`src/rtl/alt_seq_gen.sv`:
```
// alt_seq_gen: serial alternating-bit sequence transmitter.
// Sends len bits on ser_out, each bit held HOLD clocks, consecutive bits
// alternating, with optional single repeated bit at inj_idx. expect_ok
// reports the verdict a downstream alternation checker must produce.
module alt_seq_gen #(
    parameter int LEN_W = 8,
    parameter int HOLD  = 2
) (
    input  logic             clk,
    input  logic             rst,
    input  logic             start,
    input  logic [LEN_W-1:0] len,
    input  logic             first_bit,
    input  logic             inj_en,
    input  logic [LEN_W-1:0] inj_idx,
    output logic             ser_out,
    output logic             bit_valid,
    output logic             busy,
    output logic             done,
    output logic             expect_ok
);

    // Hold counter only needs to reach HOLD-1; one spare bit keeps HOLD=1 legal.
    localparam int HCW = $clog2(HOLD) + 1;

    typedef enum logic [1:0] {
        IDLE = 2'd0,
        SEND = 2'd1,
        DONE = 2'd2
    } state_t;

    state_t           state_reg;
    logic [LEN_W-1:0] len_reg;
    logic [LEN_W-1:0] idx_reg;
    logic             inj_act_reg;
    logic [LEN_W-1:0] bit_cnt_reg;
    logic [HCW-1:0]   hold_cnt_reg;

    logic             inj_act_next;
    logic             last_hold;
    logic             last_bit;
    logic             next_bit;

    // Decode whether the requested injection lands inside the sequence and
    // what the next bit to drive is (repeat at the injected index, else toggle).
    always_comb begin
        inj_act_next = inj_en && (inj_idx != '0) && (inj_idx < len);
        last_hold    = (hold_cnt_reg == HCW'(HOLD - 1));
        last_bit     = (bit_cnt_reg == (len_reg - LEN_W'(1)));
        next_bit     = ~ser_out;
        if (inj_act_reg && ((bit_cnt_reg + LEN_W'(1)) == idx_reg)) begin
            next_bit = ser_out;
        end
    end

    // Transmit FSM with registered outputs; start is only honoured in IDLE.
    always_ff @(posedge clk or posedge rst) begin
        if (rst) begin
            state_reg    <= IDLE;
            len_reg      <= '0;
            idx_reg      <= '0;
            inj_act_reg  <= 1'b0;
            bit_cnt_reg  <= '0;
            hold_cnt_reg <= '0;
            ser_out      <= 1'b0;
            bit_valid    <= 1'b0;
            busy         <= 1'b0;
            done         <= 1'b0;
            expect_ok    <= 1'b1;
        end else begin
            case (state_reg)
                IDLE: begin
                    done      <= 1'b0;
                    bit_valid <= 1'b0;
                    if (start) begin
                        expect_ok <= 1'b1;
                        if (len != '0) begin
                            state_reg    <= SEND;
                            len_reg      <= len;
                            idx_reg      <= inj_idx;
                            inj_act_reg  <= inj_act_next;
                            bit_cnt_reg  <= '0;
                            hold_cnt_reg <= '0;
                            ser_out      <= first_bit;
                            bit_valid    <= 1'b1;
                            busy         <= 1'b1;
                        end else begin
                            // Empty sequence: nothing to send, trivially passes.
                            state_reg   <= DONE;
                            inj_act_reg <= 1'b0;
                            done        <= 1'b1;
                        end
                    end
                end
                SEND: begin
                    if (last_hold) begin
                        hold_cnt_reg <= '0;
                        if (last_bit) begin
                            state_reg <= DONE;
                            busy      <= 1'b0;
                            bit_valid <= 1'b0;
                            done      <= 1'b1;
                            expect_ok <= ~inj_act_reg;
                        end else begin
                            bit_cnt_reg <= bit_cnt_reg + LEN_W'(1);
                            ser_out     <= next_bit;
                            bit_valid   <= 1'b1;
                        end
                    end else begin
                        hold_cnt_reg <= hold_cnt_reg + HCW'(1);
                        bit_valid    <= 1'b0;
                    end
                end
                DONE: begin
                    done      <= 1'b0;
                    state_reg <= IDLE;
                end
                default: begin
                    state_reg <= IDLE;
                end
            endcase
        end
    end

endmodule

```
`config.mk`:
```
export PLATFORM = sky130hd
export DESIGN_NAME = alt_seq_gen
export DESIGN_NICKNAME = d
export VERILOG_FILES = /design/src/rtl/alt_seq_gen.sv
export SDC_FILE = /design/constraint.sdc
export NUM_CORES = 1
export LEC_CHECK = 0
export ABC_AREA = 1
export CAP_MARGIN = 15
export CORE_MARGIN = 1
export CORE_UTILIZATION = 42
export DETAILED_ROUTE_END_ITERATION = 10
export PLACE_DENSITY = 0.73
export SLEW_MARGIN = 20
export SYNTH_ARGS = -nofsm -noshare
export SYNTH_HDL_FRONTEND = slang
export SYNTH_SLANG_ARGS = --single-unit
export TNS_END_PERCENT = 5
```
`constraint.sdc`:
```
create_clock -name clk -period 1.59 [get_ports clk]
set_input_delay 0.2385 -clock clk [delete_from_list [all_inputs] [get_ports clk]]
set_output_delay 0.2385 -clock clk [all_outputs]
set_load 0.01 [all_outputs]
```
==> metrics.txt <==
largest net degree at the start of global routing 25; DR vias/cell 5.09; Peak VDD IR 0.000817 V; most frequent cells in the layout 109 x nand2_1, 47 x buf_4, 38 x inv_1, 31 x dfrtp_1, 24 x clkdlybuf4s50_1; Fin. Hold Viols 0; crit path cell chain inv_2, ha_4, nand2_1, nand2_2, nor2_4, nand3_2, nor2_4, nand3_4, nand2_8, nand3_2, nand2_1, nand2_1; synth warn 0; GPL Wtd Cong 0.854; Syn Nets about 370; Worst Clk Skew slightly below 0.008 ns; H-tree levels 2; commonest non-fill, non-tap cell in the layout nand2_1; All-Layer GR Usage 22.4%; Final setup viols 15; Area Growth Syn to Fin 35.0%; die height slightly below 80 um; Lkg Pwr between 1.5 and 2 nW; # nets final between 400 and 500; router iterations before antenna repair 5; residual DRC count 0; Worst-Margin Slew between 0.3 and 0.4 ns; Arr. time, crit path 1.98 ns; Multi-input gate area 1440 um^2; Core ar. about 5500 um^2; Overflow after GRT 0; detailed router's first-iteration violation count 109; Worst EP required 1.77 ns; die footprint a little over 6000 um^2; mean post-synth cell area slightly above 7 um^2; share of cells above drive strength 1 26.2%; TritonCTS Sinks 34; Worst-Skew Late Latency slightly below 0.3 ns; Routed wire per std cell approximately 13 um; vias in the first global route approximately 2500; synth unique cells 32; hold buffers post-CTS 0; # port buffers 25; cell row count 27; peak per-stage delay on the critical path 0.39 ns; setup ws final -0.214 ns; Crit path buffers/inverters 1; max-cap violations 0; sequential area share after synthesis 35.2%; CTS tree done; period utilization 113%; max-slew violation count 0; DRT antenna net count 0; dpl ws -0.265 ns; Cells after Synth ~330; CTS Buffer Depth 2; IO Count 26; CP max FO 7; status finished with violations; Final TNS setup -2.48 ns; unrepaired setup endpoints after global routing true; cell area after synthesis around 2400 um^2; Max stage delay cell, worst path dfrtp_1; kind of cell adding the most delay to the critical path simple AND/OR/NAND/NOR gates; starting density of the core 43.7%; Seq. cell area around 850 um^2; antenna violations before repair 0; Critical Path Source Type flop; fmax ~550 MHz; Top cell by count, worst path nand2_1; via count between 2000 and 2500; FILL cells slightly above 500; power per cell area between 1500 and 2000 nW/um^2; Reg clk slew, reported paths 0.07 ns; failing checks setup timing; dpl hpwl between 4000 and 5000 um; Routed WL roughly 6200 um; Tmin final 1.80 ns; Hold Crit Class input port to asynchronous set/reset pin; worst relative slew slack 75.9%; Die W about 78 um; TritonCTS Buffers 5; kind of critical path flop to flop; flops & latches, synth 34; global-route wire length before repair about 11000 um; CTS root buf clkbuf_8; Antenna Cells 0; CP endpoint kind flop
area by class of cell:
cell class                 instances  share of cell area, %
clock inverter                     1                  0.153
clock buffer                       7                   2.64
sequential                        34                   26.1
multi-input combinational        248                   44.1
inverter                          45                   5.17
timing repair buffer              73                   19.0
tap                               72                   2.76
cells in the mapped netlist (all sizes together):
library cell,n,area [um^2]
nand2,120,480
inv,45,169
dfrtp,33,826
o21ai,30,184
nand3,28,170
nor2,25,145
ha,12,150
a21oi,9,48.8
nand4,8,56.3
buf,5,38.8
nand3b,4,30.0
xor2,3,26.3
a21boi,2,15.0
clkbuf,2,7.51
nor4,2,12.5
xnor2,2,17.5
dfstp,1,26.3
nor3,1,10.0
o21a,1,7.51
through the flow:
step	cell area [um^2]	hold WS (ns)	util, %	power [W]	cells
2_1_floorplan	2420	0.355	-	0.00325	333
3_3_place_gp	3060	0.452	55.2	0.00414	467
3_5_place_dp	3060	0.464	55.2	0.00423	467
4_1_cts	3210	0.259	57.9	0.00507	479
5_1_grt	3270	0.287	59.0	0.00576	480
6_report	3270	0.256	59.0	0.00532	480
timing repair:
action	4_1_cts	5_1_grt
setup endpoints to repair	16	16
resized for setup	9	18
buffers inserted	3	1
pin swaps	7	9
cloned	1	0
kinds of logic after synthesis:
logic type	after synthesis	share of synthesized area, %
and+or+nand+nor	188	37.4
AOI/OAI and AO/OA	42	10.5
adders and majority gates	12	6.20
buffers and inverters	52	8.89
xor gates and xnor gates	5	1.81
DFF	34	35.2
final timing paths:
| path | startpoint | end | slack, ns | depth (start not counted) |
|---|---|---|---|---|
| worst max-delay path | len_reg[1]$_DFFE_PP0P_ | done$_DFFE_PP0P_ | -0.21 | 12 |
| worst min-delay path | rst | hold_cnt_reg[1]$_DFFE_PP0P_ | 0.26 | 3 |
| worst max register to register | len_reg[1]$_DFFE_PP0P_ | done$_DFFE_PP0P_ | -0.21 | 12 |
| worst min register to register | expect_ok$_DFFE_PP1P_ | expect_ok$_DFFE_PP1P_ | 0.47 | 2 |
| max in group asynchronous | rst | len_reg[2]$_DFFE_PP0P_ | 1.00 | 3 |
| min in group clk | expect_ok$_DFFE_PP1P_ | expect_ok$_DFFE_PP1P_ | 0.47 | 2 |
metal layers:
layer / GRT usage [%] / routed length (um) / vias up
met5: 0 / 0 / -
met3: 3.29 / 300 / 20
met4: 11.5 / 178 / 0
met1: 26.2 / 2600 / 1143
li1: - / - / 1211
met2: 39.5 / 3120 / 71
where the power goes:
group | internal (W) | switching (W) | total, W | leakage, nW
combinational | 0.00137 | 0.00175 | 0.00312 | 1.10
clock | 0.000349 | 0.000314 | 0.000663 | 0.0482
sequential | 0.00120 | 0.000334 | 0.00153 | 0.427
worst register-to-register path, cell delays in order (launching register included):
cell     delay [ns]
dfrtp_1        0.39
inv_2          0.08
ha_4           0.20
nand2_1        0.09
nand2_2        0.08
nor2_4         0.09
nand3_2        0.10
nor2_4         0.20
nand3_4        0.16
nand2_8        0.13
nand3_2        0.07
nand2_1        0.07
nand2_1        0.04
(Power assumes the default switching activity.)
